## config.mk

```make
export PLATFORM = sky130hd
export DESIGN_NAME = eth_arp_rx
export DESIGN_NICKNAME = d
export VERILOG_FILES = /design/src/rtl/eth_pkg.sv /design/src/rtl/eth_crc32_byte.sv /design/src/rtl/eth_arp_rx.sv
export SDC_FILE = /design/constraint.sdc
export NUM_CORES = 1
export LEC_CHECK = 0
export ABC_AREA = 0
export BUFFER_PORTS_ARGS = -buffer_cell sky130_fd_sc_hd__buf_2
export CAP_MARGIN = 20
export CORE_ASPECT_RATIO = 1.5
export CORE_MARGIN = 2
export CORE_UTILIZATION = 63
export DETAILED_ROUTE_END_ITERATION = 6
export PLACE_DENSITY = 0.91
export SLEW_MARGIN = 20
export SYNTH_ARGS = -nofsm -noshare
export SYNTH_HDL_FRONTEND = slang
export SYNTH_HIERARCHICAL = 1
export SYNTH_SLANG_ARGS = --single-unit
```

## constraint.sdc

```tcl
create_clock -name clk -period 4.5 [get_ports clk]
set_input_delay 0.45 -clock clk [delete_from_list [all_inputs] [get_ports clk]]
set_output_delay 0.45 -clock clk [all_outputs]
set_load 0.005 [all_outputs]
```

## src/rtl/eth_pkg.sv

```systemverilog
// Shared Ethernet receive/transmit constants, CRC parameters and ARP parser state type.
package eth_pkg;

    localparam logic [15:0] ETHTYPE_ARP   = 16'h0806;
    localparam logic [15:0] ETHTYPE_IPV4  = 16'h0800;
    localparam logic [15:0] ARP_HTYPE_ETH = 16'h0001;
    localparam logic [15:0] ARP_OP_REQ    = 16'h0001;
    localparam logic [15:0] ARP_OP_REP    = 16'h0002;
    localparam logic [7:0]  ARP_HLEN_ETH  = 8'h06;
    localparam logic [7:0]  ARP_PLEN_IPV4 = 8'h04;

    localparam logic [7:0]  PREAMBLE_BYTE = 8'h55;
    localparam logic [7:0]  SFD_BYTE      = 8'hD5;

    localparam logic [31:0] CRC32_POLY_R  = 32'hEDB88320;
    localparam logic [31:0] CRC32_INIT    = 32'hFFFFFFFF;
    localparam logic [31:0] CRC32_RESIDUE = 32'hDEBB20E3;

    localparam int          ETH_MIN_FRAME = 64;

    typedef enum logic [1:0] {
        WAIT_GAP = 2'd0,
        HUNT     = 2'd1,
        PREAMBLE = 2'd2,
        BODY     = 2'd3
    } arp_rx_state_t;

endpackage

```

## src/rtl/eth_crc32_byte.sv

```systemverilog
// One-byte step of the reflected CRC-32 (LSB-first), no final inversion.
module eth_crc32_byte
    import eth_pkg::*;
(
    input  logic [31:0] crc_in,
    input  logic [7:0]  data_in,
    output logic [31:0] crc_out
);

    // Eight unrolled shift/xor steps of the reflected polynomial
    always_comb begin
        logic [31:0] c;
        c = crc_in ^ {24'h0, data_in};
        for (int i = 0; i < 8; i++) begin
            c = c[0] ? ((c >> 1) ^ CRC32_POLY_R) : (c >> 1);
        end
        crc_out = c;
    end

endmodule

```

## src/rtl/eth_arp_rx.sv

```systemverilog
// Receive-side ARP parser: strips preamble, checks FCS and header, reports sender MAC/IP.
//
// state    | meaning
// WAIT_GAP | ignore bytes until rx_data_vl drops (after reset or a bad preamble)
// HUNT     | idle in the gap, waiting for the first preamble byte
// PREAMBLE | inside 0x55 run, waiting for SFD
// BODY     | frame bytes: CRC, byte index, field checks; evaluation on rx_data_vl fall
module eth_arp_rx
    import eth_pkg::*;
#(
    parameter logic [47:0] LOCAL_MAC = 48'h02_00_00_00_00_01,
    parameter logic [31:0] LOCAL_IP  = 32'hC0A8_0001
) (
    input  logic        clk,
    input  logic        rst,
    input  logic [7:0]  rx_data,
    input  logic        rx_data_vl,
    output logic        arp_vld,
    output logic        arp_is_reply,
    output logic [47:0] arp_sha,
    output logic [31:0] arp_spa,
    output logic [15:0] crc_err_cnt
);

    arp_rx_state_t state_q, state_d;
    logic [10:0]   idx_q, idx_d;
    logic [31:0]   crc_q, crc_d, crc_next;
    logic          hdr_ok_q, hdr_ok_d;
    logic          dst_local_q, dst_local_d;
    logic          dst_bcast_q, dst_bcast_d;
    logic [47:0]   sha_sh_q, sha_sh_d;
    logic [31:0]   spa_sh_q, spa_sh_d;
    logic          rep_sh_q, rep_sh_d;
    logic          vld_q, vld_d;
    logic          is_reply_q, is_reply_d;
    logic [47:0]   sha_q, sha_d;
    logic [31:0]   spa_q, spa_d;
    logic [15:0]   err_cnt_q, err_cnt_d;

    logic [7:0]    mac_byte;
    logic          field_ok;
    logic          crc_ok, len_ok;

    eth_crc32_byte u_crc (
        .crc_in  (crc_q),
        .data_in (rx_data),
        .crc_out (crc_next)
    );

    // State and datapath registers, synchronous reset
    always_ff @(posedge clk) begin
        if (rst) begin
            state_q     <= WAIT_GAP;
            idx_q       <= '0;
            crc_q       <= '0;
            hdr_ok_q    <= 1'b0;
            dst_local_q <= 1'b0;
            dst_bcast_q <= 1'b0;
            sha_sh_q    <= '0;
            spa_sh_q    <= '0;
            rep_sh_q    <= 1'b0;
            vld_q       <= 1'b0;
            is_reply_q  <= 1'b0;
            sha_q       <= '0;
            spa_q       <= '0;
            err_cnt_q   <= '0;
        end else begin
            state_q     <= state_d;
            idx_q       <= idx_d;
            crc_q       <= crc_d;
            hdr_ok_q    <= hdr_ok_d;
            dst_local_q <= dst_local_d;
            dst_bcast_q <= dst_bcast_d;
            sha_sh_q    <= sha_sh_d;
            spa_sh_q    <= spa_sh_d;
            rep_sh_q    <= rep_sh_d;
            vld_q       <= vld_d;
            is_reply_q  <= is_reply_d;
            sha_q       <= sha_d;
            spa_q       <= spa_d;
            err_cnt_q   <= err_cnt_d;
        end
    end

    // Next-state logic
    always_comb begin
        state_d = state_q;
        case (state_q)
            WAIT_GAP: if (!rx_data_vl) state_d = HUNT;
            HUNT:     if (rx_data_vl) state_d = (rx_data == PREAMBLE_BYTE) ? PREAMBLE : WAIT_GAP;
            PREAMBLE: begin
                if (!rx_data_vl)                   state_d = HUNT;
                else if (rx_data == SFD_BYTE)      state_d = BODY;
                else if (rx_data != PREAMBLE_BYTE) state_d = WAIT_GAP;
            end
            BODY:     if (!rx_data_vl) state_d = HUNT;
            default:  state_d = WAIT_GAP;
        endcase
    end

    // Expected value of the current byte for the fixed header positions
    always_comb begin
        mac_byte = 8'h00;
        field_ok = 1'b1;
        case (idx_q)
            11'd0:  mac_byte = LOCAL_MAC[47:40];
            11'd1:  mac_byte = LOCAL_MAC[39:32];
            11'd2:  mac_byte = LOCAL_MAC[31:24];
            11'd3:  mac_byte = LOCAL_MAC[23:16];
            11'd4:  mac_byte = LOCAL_MAC[15:8];
            11'd5:  mac_byte = LOCAL_MAC[7:0];
            11'd12: field_ok = (rx_data == ETHTYPE_ARP[15:8]);
            11'd13: field_ok = (rx_data == ETHTYPE_ARP[7:0]);
            11'd14: field_ok = (rx_data == ARP_HTYPE_ETH[15:8]);
            11'd15: field_ok = (rx_data == ARP_HTYPE_ETH[7:0]);
            11'd16: field_ok = (rx_data == ETHTYPE_IPV4[15:8]);
            11'd17: field_ok = (rx_data == ETHTYPE_IPV4[7:0]);
            11'd18: field_ok = (rx_data == ARP_HLEN_ETH);
            11'd19: field_ok = (rx_data == ARP_PLEN_IPV4);
            11'd20: field_ok = (rx_data == ARP_OP_REQ[15:8]);
            11'd21: field_ok = (rx_data == ARP_OP_REQ[7:0]) || (rx_data == ARP_OP_REP[7:0]);
            11'd38: field_ok = (rx_data == LOCAL_IP[31:24]);
            11'd39: field_ok = (rx_data == LOCAL_IP[23:16]);
            11'd40: field_ok = (rx_data == LOCAL_IP[15:8]);
            11'd41: field_ok = (rx_data == LOCAL_IP[7:0]);
            default: field_ok = 1'b1;
        endcase
    end

    assign crc_ok = (crc_q == CRC32_RESIDUE);
    assign len_ok = (idx_q >= 11'(ETH_MIN_FRAME));

    // Body processing, shadow capture and end-of-frame evaluation
    always_comb begin
        idx_d       = idx_q;
        crc_d       = crc_q;
        hdr_ok_d    = hdr_ok_q;
        dst_local_d = dst_local_q;
        dst_bcast_d = dst_bcast_q;
        sha_sh_d    = sha_sh_q;
        spa_sh_d    = spa_sh_q;
        rep_sh_d    = rep_sh_q;
        vld_d       = 1'b0;
        is_reply_d  = is_reply_q;
        sha_d       = sha_q;
        spa_d       = spa_q;
        err_cnt_d   = err_cnt_q;
        case (state_q)
            PREAMBLE: begin
                if (rx_data_vl && rx_data == SFD_BYTE) begin
                    idx_d       = '0;
                    crc_d       = CRC32_INIT;
                    hdr_ok_d    = 1'b1;
                    dst_local_d = 1'b1;
                    dst_bcast_d = 1'b1;
                end
            end
            BODY: begin
                if (rx_data_vl) begin
                    crc_d = crc_next;
                    if (idx_q != 11'h7FF) idx_d = idx_q + 11'd1;
                    if (!field_ok) hdr_ok_d = 1'b0;
                    if (idx_q < 11'd6) begin
                        dst_local_d = dst_local_q && (rx_data == mac_byte);
                        dst_bcast_d = dst_bcast_q && (rx_data == 8'hFF);
                    end
                    // Destination decided once its last byte has been seen
                    if (idx_q == 11'd5 && !dst_local_d && !dst_bcast_d) hdr_ok_d = 1'b0;
                    if (idx_q >= 11'd22 && idx_q <= 11'd27) sha_sh_d = {sha_sh_q[39:0], rx_data};
                    if (idx_q >= 11'd28 && idx_q <= 11'd31) spa_sh_d = {spa_sh_q[23:0], rx_data};
                    if (idx_q == 11'd21) rep_sh_d = (rx_data == ARP_OP_REP[7:0]);
                end else begin
                    if (hdr_ok_q && crc_ok && len_ok) begin
                        vld_d      = 1'b1;
                        is_reply_d = rep_sh_q;
                        sha_d      = sha_sh_q;
                        spa_d      = spa_sh_q;
                    end
                    // Runts are never counted as FCS errors
                    if (len_ok && !crc_ok && err_cnt_q != 16'hFFFF) err_cnt_d = err_cnt_q + 16'd1;
                end
            end
            default: ;
        endcase
    end

    assign arp_vld      = vld_q;
    assign arp_is_reply = is_reply_q;
    assign arp_sha      = sha_q;
    assign arp_spa      = spa_q;
    assign crc_err_cnt  = err_cnt_q;

endmodule

```

# ---- Word level (Yosys, flattened, before mapping)
# Index checks and enable logic that the tools add are counted.
dict set report word_totals {
  memories 0
  input_bits 11
  latchBits 0
  mem_bits_ro 0
  regBits 227
  mem_bits_rw 0
  elab_cells 147
  output_inout_bits 98
}
dict set report op_classes {
  n_shift 0
  reduce_logical 34
  n_bitwise 11
  magnitude_cmp 6
  muxes 40
  n_div 0
  addsub 2
  multipliers 0
  eq_ne 40
}
# operator count
set op_table {}
lappend op_table {{two-way mux 32 bit} 10}
lappend op_table {{NOT 13 -> 14 bit} 8}
lappend op_table {{equality test 11 x 5 -> 1 bit (second input constant)} 6}
lappend op_table {{one-hot mux 32 bit (2 select lines)} 1}
lappend op_table {{equality test 11 x 4 -> 1 bit (second input constant)} 4}
lappend op_table {{equality test 11 x 6 -> 1 bit (second input constant)} 4}
lappend op_table {{two-way mux 11 bit} 3}
lappend op_table {{equality test 32 bit (second input constant)} 1}
lappend op_table {{equality test 8 bit (second input constant)} 4}
lappend op_table {{XOR 32 x 8 -> 32 bit} 1}
lappend op_table {{>= comparator 11 x 5 -> 1 bit (second input constant)} 2}
lappend op_table {{less-or-equal comparator 11 x 5 -> 1 bit (second input constant)} 2}
lappend op_table {{one-hot mux 11 bit (2 select lines)} 1}
lappend op_table {{AND reduction 3 bit} 7}
lappend op_table {{adder 16 x 1 -> 16 bit (second input constant)} 1}
lappend op_table {{equality test 8 x 3 -> 1 bit (second input constant)} 2}
lappend op_table {{inequality test 16 bit (second input constant)} 1}
lappend op_table {{two-way mux 1 bit} 13}
lappend op_table {{two-way mux 2 bit} 6}
lappend op_table {{adder 11 x 1 -> 11 bit (second input constant)} 1}
lappend op_table {{equality test 11 x 3 -> 1 bit (second input constant)} 1}
lappend op_table {{>= comparator 11 x 7 -> 1 bit (second input constant)} 1}
lappend op_table {{logical AND 1 bit} 11}
lappend op_table {{zero test 11 bit} 1}
lappend op_table {{27 further kinds} 41}

# ---- Longest topological paths before layout
# Gate-level depths: netlist of the first run.
dict set report depth {
  ltp_word 19
  mapped_depth 9
  ltp_nobuf 8
}

# ---- Modules after synthesis
# Netlist of the first run, hierarchy kept.
# module seq_area_each_um2 cells_per_inst n_inst area_per_inst_um2
set modules_own_cells {}
lappend modules_own_cells {eth_arp_rx 4544.4 1165 1 9271.4}
lappend modules_own_cells {eth_crc32_byte 0.0 67 1 924.6}

# ---- Worst setup path after synthesis of the first run
# OpenSTA, ideal clock, no wires.
dict set report synth_path {
  kind {register to register}
  from {register idx_q[0]}
  to {register hdr_ok_q}
  path_buffers 0
  arrival_ns 1.958
  setup_ns 0.058
  path_stages_with_launch 8
  slack_ns 2.484
  period_less_slack_ns 2.016
  t_required_ns 4.442
  cell_sequence {dfxtp_1 > inv_1 > ha_1 > or2_2 > a32o_1 > or4_1 > nand4_1 > o21a_1}
}
dict set report synth_via {
  elab_chain_len 13
  elab_cells_between_ends 40
  classes_between {order compare: 1; eq/ne: 17; mux: 11; reduce/logical: 11}
}
# element line
set synth_rtl {}
lappend synth_rtl {{start, declared} eth_arp_rx.sv:26} ;# logic [10:0] idx_q, idx_d;
lappend synth_rtl {{start signal, assigned} eth_arp_rx.sv:69} ;# idx_q <= idx_d;
lappend synth_rtl {{equality test 11 x 3 -> 1 bit / zero test 11 bit (equally long branches)} {eth_arp_rx.sv:105, eth_arp_rx.sv:168}}
lappend synth_rtl {{one-hot mux 2 bit (2 select lines)} eth_arp_rx.sv:105} ;# case (idx_q)
lappend synth_rtl {{equality test 8 bit} eth_arp_rx.sv:164} ;# dst_local_d = dst_local_q && (rx_data == mac_byte);
lappend synth_rtl {{logical AND 1 bit} eth_arp_rx.sv:164}
lappend synth_rtl {{two-way mux 1 bit} eth_arp_rx.sv:163} ;# if (idx_q < 11'd6) begin
lappend synth_rtl {{two-way mux 1 bit} eth_arp_rx.sv:159} ;# if (rx_data_vl) begin
lappend synth_rtl {{two-way mux 1 bit} eth_arp_rx.sv:148} ;# case (state_q)
lappend synth_rtl {{zero test 1 bit} eth_arp_rx.sv:168} ;# if (idx_q == 11'd5 && !dst_local_d && !dst_bcast_d) hdr_ok_d = 1'b0;
lappend synth_rtl {{logical AND 1 bit (2 in a row)} eth_arp_rx.sv:168}
lappend synth_rtl {{two-way mux 1 bit} eth_arp_rx.sv:168}
lappend synth_rtl {{two-way mux 1 bit} eth_arp_rx.sv:159}
lappend synth_rtl {{one-hot mux 1 bit (2 select lines)} eth_arp_rx.sv:148}
lappend synth_rtl {{end signal, assigned} eth_arp_rx.sv:71} ;# hdr_ok_q <= hdr_ok_d;
lappend synth_rtl {{end, declared} eth_arp_rx.sv:28} ;# logic hdr_ok_q, hdr_ok_d;
# Parallel ways exist; a longest one is shown, timed or not. The select of a mux whose other input is x is not followed.
# A chain may end at the register's enable or synchronous reset.

# ---- Worst setup path after layout of the first run
dict set report layout_path {
  from {register state_q[0]}
  to {register err_cnt_q[15], in the netlist crc_err_cnt[15]}
}
dict set report layout_via {
  elab_chain_len 2
}
# element line
set layout_rtl {}
lappend layout_rtl {{start, declared} eth_arp_rx.sv:25} ;# arp_rx_state_t state_q, state_d;
lappend layout_rtl {{start signal, assigned} eth_arp_rx.sv:68} ;# state_q <= state_d;
lappend layout_rtl {{equality test 2 bit} eth_arp_rx.sv:148}
lappend layout_rtl {{AND reduction 3 bit (no line)} -}
lappend layout_rtl {{end signal, assigned} eth_arp_rx.sv:81} ;# err_cnt_q <= err_cnt_d;
lappend layout_rtl {{end, declared} eth_arp_rx.sv:38} ;# logic [15:0] err_cnt_q, err_cnt_d;
# No other way between the ends.

==> impl_metrics.json, run 1 <==
{
  "leakagePower_nw": 4.21,
  "initial_core_util_pct": 63.5,
  "cap_viol_max_count": 0,
  "clk_latency_ps": 500,
  "cp_slowest_cell": "a21boi_2",
  "synth_top_area_cell": "dfxtp_1",
  "grt_pass1_wl_um": 39000,
  "ios": 109,
  "vdd_ir_drop_max_uv": 245,
  "dpl_cell_area_sq_mm": 0.0107,
  "synthFlopType": "dfxtp_1",
  "swShare_pct": 22.8,
  "ys_ff_latch": 227,
  "area_growth_pct": 11.1,
  "rows": 57,
  "cts_tree": "yes",
  "synth_most_common_cell": "nand2_1",
  "core-area_sq_mm": 0.0160,
  "drtPass1Iterations": 5,
  "h-tree-depth": 1,
  "die_w_um": 108,
  "crit_path_end_kind": "flip-flop",
  "status": "finished clean",
  "grt_max_degree": 84,
  "clk_path_buf_depth": 3,
  "fin_skew_ps": 11.4,
  "critical_path.top_delay_family": "compound AO/OA/AOI/OAI gates",
  "die_h_um": 160,
  "setup_tns_ps": 0,
  "p_sw_w": 0.000887,
  "synth.top_cell.area_share_pct": 44.6,
  "reg2reg_depth": 7,
  "p_clk_share_pct": 42.3,
  "die_area_sq_mm": 0.0172,
  "final_util_pct": 70.6,
  "antenna_cells": 0,
  "cts_setup_buffers": 0,
  "worstPathMaxFanout": 13,
  "synth_area_sq_mm": 0.0102,
  "seqPwrFrac_pct": 51.7,
  "critPathBufInv": 0,
  "synth.avg_cell_area_sq_um": 8.28,
  "arrival_ps": 3060,
  "max_freq_mhz": 380,
  "synthCells": 1232,
  "port_buffers": 108,
  "grtUsageTotal_pct": 27.3,
  "comb_power_share_pct": 6.1,
  "vias_per_cell": 5.84,
  "synth_nets": 1252,
  "place_congestion": 0.894,
  "rsz0062_at_grt": "no",
  "drt_iter0_drc": 671,
  "yosysWarnings": 6,
  "hold_buffers": 0,
  "slew_violations": 0,
  "cp.required_ps": 4930,
  "clkSlewWorstSetupHoldPaths_ps": 70,
  "overflow": 0,
  "ant_nets": 0,
  "worstSetupStartpointType": "flip-flop",
  "final.fill_count": 1234,
  "synth_cell_type_count": 66,
  "via_count": 8791,
  "seq_area_frac_synth_pct": 44.6,
  "antenna_found_initial": 0,
  "wl_per_cell_um": 16.1,
  "cts-buffers-inserted": 21,
  "synth_common_cells": "nand2_1, dfxtp_1, a21oi_1",
  "worstMarginPinSlew_ps": 1020,
  "hold_class": "input pin to flip-flop",
  "finalCritPeriodShare_pct": 58.5,
  "cts_sinks": 227,
  "async_reset_ff_share_pct": 0,
  "cts_resized": 0,
  "finalWirelength_um": 24300,
  "crit_chain": "ha_1 > nand2b_1 > a21oi_2 > a21boi_2 > nand3_2 > or4_1 > a21oi_1",
  "crit_cells": 7,
  "drcViolationCount": 0,
  "layout_min_cycle_time_ps": 2630,
  "nNetsFinal": 1307,
  "synth_area_leaders": "dfxtp_1, nand2_1, a21oi_1, xnor2_1, a311oi_1",
  "intPower_w": 0.00301,
  "crit_type": "flip-flop to flip-flop",
  "setup_violations": 0,
  "root_buffer": "clkbuf_16",
  "synth_edf_count": 0,
  "maxSlewHeadroom_pct": 31.8,
  "grt_pass1_vias": 8152,
  "hold_viol": 0,
  "hold_depth": 3,
  "hpwlAfterDp_um": 15500,
  "powerDensity_mw_per_mm2": 344,
  "layout-drive-gt1-share_pct": 13.9,
  "critPathMaxStageDelay_ps": 530,
  "postLayoutCellArea_sq_mm": 0.0113
}
-- metal layers --
layer  routed length (um)  GRT usage, %  share of wire [%]
met1                 9380          32.7                 39
met2                12700          48.6                 52
met3                 1310          3.14                5.4
met4                  850          11.4                3.5
met5                    0             0                  0
-- logic make-up after synthesis --
| logic type | count (synthesis) | share of synthesized area (%) |
|---|---|---|
| AOI/OAI and AO/OA | 252 | 14.6 |
| xor gates and xnor gates | 87 | 10.8 |
| adders and majority gates | 9 | 1.10 |
| buffers and inverters | 129 | 5.47 |
| DFF | 227 | 44.6 |
| muxes | 1 | 0.0982 |
| and+or+nand+nor | 527 | 23.3 |
-- cell type report --
cell class,instances,area [sq um],area share (%)
tap,206,258,2.28
inverter,44,165,1.46
sequential,227,4540,40.1
timing repair buffer,117,614,5.42
clock buffer,25,561,4.95
multi-input combinational,876,5110,45.2
clock inverter,10,70.1,0.619
-- worst paths after layout --
| check | start | endpoint | slack, ps |
|---|---|---|---|
| worst max-delay path | state_q[0] | crc_err_cnt[15] | 1870 |
| worst min-delay path | rx_data[2] | spa_sh_q[2] | 300 |
| worst max register to register | state_q[0] | crc_err_cnt[15] | 1870 |
| worst min register to register | arp_spa[3] | arp_spa[3] | 450 |
-- power by group through the flow --
| stage | Sequential, W | Clock, W | Combinational [W] |
|---|---|---|---|
| final | 0.00201 | 0.00165 | 0.000236 |
| after CTS | 0.00201 | 0.00166 | 0.000235 |
| after global routing | 0.00201 | 0.00174 | 0.000256 |
| after detailed placement | 0.00206 | 0 | 0.000232 |
| after global placement | 0.00206 | 0 | 0.000225 |
| after floorplan | 0.00206 | 0 | 0.000188 |
-- worst register-to-register path, cell delays in order (launching register included) --
cell and delay (ps):
dfxtp_1 410, ha_1 390, nand2b_1 140, a21oi_2 270, a21boi_2 540, nand3_2 180
or4_1 500, a21oi_1 140
-- layout by cell type (no fill, tap or decap), types with 24 or more instances in the layout --
master / n
inv_1: 44
xor2_1: 25
dfxtp_1: 227
a21oi_1: 178
buf_2: 107
a311oi_1: 32
nand4_1: 24
nand2_1: 339
nor2_1: 69
xnor2_1: 35
-- state kept, by name, summed over array words and instances, names as in the netlist --
signal	count
crc_q	32
arp_spa	32
dst_bcast_q	1
arp_sha	48
arp_vld	1
spa_sh_q	32
rep_sh_q	1
sha_sh_q	48
hdr_ok_q	1
idx_q	11
state_q	2
crc_err_cnt	16
arp_is_reply	1
dst_local_q	1
-- stage by stage --
stage          instances  power (W)  setup slack (ps)  hold slack, ps
3_5_place_dp        1470    0.00229              1910             440
5_1_grt             1505    0.00401              1560             311
3_3_place_gp        1470    0.00228              2000             436
2_1_floorplan       1232    0.00225              2480             433
4_1_cts             1505    0.00390              1880             292
6_report            1505    0.00390              1870             298
Power figures use the tool's default switching activity.
==> inputs of run 2 (changes only) <==
--- a/config.mk
+++ b/config.mk
@@ -10,9 +10,9 @@
 export CAP_MARGIN = 20
 export CORE_ASPECT_RATIO = 1.5
 export CORE_MARGIN = 2
-export CORE_UTILIZATION = 63
+export CORE_UTILIZATION = 53
 export DETAILED_ROUTE_END_ITERATION = 6
-export PLACE_DENSITY = 0.91
+export PLACE_DENSITY = 0.82
 export SLEW_MARGIN = 20
 export SYNTH_ARGS = -nofsm -noshare
 export SYNTH_HDL_FRONTEND = slang
==> constraint.sdc (replaced) <==
create_clock -name clk -period 2.2 [get_ports clk]
set_input_delay 0.22 -clock clk [delete_from_list [all_inputs] [get_ports clk]]
set_output_delay 0.22 -clock clk [all_outputs]
set_load 0.005 [all_outputs]
==> run 2 against run 1 <==
  * Total power up 120%
  * Critical path type unchanged
  * Maximum frequency grew 25%
  * Utilization shrank 7.3 points
  * Via count is 1.9% higher
  * Sequential power increased by 100%
  * Register-to-register slack got worse by 1800 ps
  * Flip-flop and latch count stayed put
  * Global-route usage down 2.7 points
==> impl_metrics.json, run 2 (same netlist as run 1, synthesis figures left out) <==
{
  "clk_latency_ps": 510,
  "via_count": 8959,
  "hold_viol": 0,
  "grt_pass1_wl_um": 40900,
  "grt_pass1_vias": 8491,
  "hold_class": "input pin to flip-flop",
  "grt_max_degree": 85,
  "arrival_ps": 2530,
  "drtPass1Iterations": 5,
  "maxSlewHeadroom_pct": 48.5,
  "cts_tree": "yes",
  "wl_per_cell_um": 16.3,
  "drcViolationCount": 0,
  "status": "finished clean",
  "port_buffers": 108,
  "die_w_um": 117,
  "cp_slowest_cell": "dfxtp_1",
  "critPathBufInv": 2,
  "ios": 109,
  "vias_per_cell": 5.61,
  "cts-buffers-inserted": 22,
  "crit_path_end_kind": "flip-flop",
  "worstSetupStartpointType": "flip-flop",
  "h-tree-depth": 1,
  "die_area_sq_mm": 0.0204,
  "rows": 62,
  "cts_sinks": 227,
  "setup_violations": 0,
  "final_cell_mix": "nand2_1, dfxtp_1, a21oi_1",
  "leakagePower_nw": 4.53,
  "grtUsageTotal_pct": 24.6,
  "critical_path.top_delay_family": "compound AO/OA/AOI/OAI gates",
  "overflow": 0,
  "final_util_pct": 63.2,
  "die_h_um": 174,
  "finalCritPeriodShare_pct": 96.0,
  "nNetsFinal": 1349,
  "place_congestion": 0.960,
  "worstMarginPinSlew_ps": 765,
  "cap_viol_max_count": 0,
  "clkSlewWorstSetupHoldPaths_ps": 60,
  "drt_iter0_drc": 778,
  "final.fill_count": 1612,
  "mostFrequentLayoutCell": "nand2_1",
  "hpwlAfterDp_um": 17000,
  "fin_skew_ps": 18.2,
  "max_freq_mhz": 473,
  "critPathMaxStageDelay_ps": 480,
  "layout_min_cycle_time_ps": 2110,
  "layout-drive-gt1-share_pct": 17.7,
  "area_growth_pct": 17.9,
  "root_buffer": "clkbuf_16",
  "initial_core_util_pct": 53.6,
  "cp.required_ps": 2620,
  "ant_nets": 0,
  "finalWirelength_um": 26100,
  "vdd_ir_drop_max_uv": 631,
  "antenna_found_initial": 0,
  "core-area_sq_mm": 0.0190,
  "p_total_w": 0.00848,
  "powerDensity_mw_per_mm2": 705,
  "crit_type": "flip-flop to flip-flop",
  "worstPathMaxFanout": 8,
  "crit_chain": "ha_1 > buf_4 > inv_1 > a311o_1 > or3_1 > a21oi_1",
  "antenna_cells": 0,
  "slew_violations": 0,
  "clk_path_buf_depth": 3
}
==> run 2: changes by cell type in the layout (fill, tap and decap cells not counted), sizes merged <==
cell / previous run / this run
buf: 117 / 157
clkbuf: 25 / 28
bufinv: 0 / 2
clkinv: 8 / 7
clkinvlp: 2 / 1
==> run 2: worst paths after layout <==
path	start	to	slack [ps]	cells after the start
setup / recovery	idx_q[1]	idx_q[4]	90	6
hold / removal	rx_data[4]	sha_sh_q[4]	90	3
setup reg to reg	idx_q[1]	idx_q[4]	90	6
hold reg to reg	arp_sha[40]	arp_sha[40]	450	2
==> run 2: worst reg2reg max path: stages (launching register included) <==
cell,delay (ps)
dfxtp_1,480
ha_1,380
buf_4,190
inv_1,50
a311o_1,390
or3_1,350
a21oi_1,190
==> run 2: cell type report <==
class                   count  area, sq um  area share, %
clock buffers              27          619           5.15
clock inverters            10          125           1.04
inverters                  44          165           1.37
multi-input cells         876         5170           43.0
flip-flops and latches    227         4550           37.8
well taps                 256          320           2.66
repair buffers            158         1070           8.92
==> run 2: where the power goes <==
part           switching [W]  leakage (nW)  total (W)  internal [W]
sequential        0.00000569          1.83    0.00412       0.00411
combinational       0.000287          2.33   0.000528      0.000241
clock                0.00159         0.366    0.00383       0.00224
==> run 2: stage by stage <==
step | setup TNS (ps) | instance area (sq um) | hold WS (ps) | setup WS [ps] | std cells
after floorplan | 0 | 10200 | 356 | 184 | 1232
after global placement | 0 | 11100 | 437 | 104 | 1557
after detailed placement | 0 | 11100 | 441 | 31.4 | 1557
after CTS | 0 | 11900 | 72.5 | 40.7 | 1594
after global routing | -718 | 12000 | 89.7 | -50.0 | 1598
final | 0 | 12000 | 94.8 | 87.7 | 1598
==> run 2: metal layers <==
| metal | vias to the layer above | wire length [um] | track usage [%] |
|---|---|---|---|
| met5 | - | 0 | 0 |
| met4 | 0 | 888 | 10.2 |
| met3 | 60 | 1180 | 2.73 |
| met2 | 287 | 14000 | 44.6 |
| met1 | 4267 | 9970 | 28.5 |
| li1 | 4345 | - | - |
==> run 2: what timing repair did <==
action / CTS / global route
setup endpoints to repair: 4 / 46
pin swaps: 1 / 4
resized for setup: 3 / 12
cloned: 0 / 1
buffers inserted: 0 / 3
hold buffers: 0 / 0
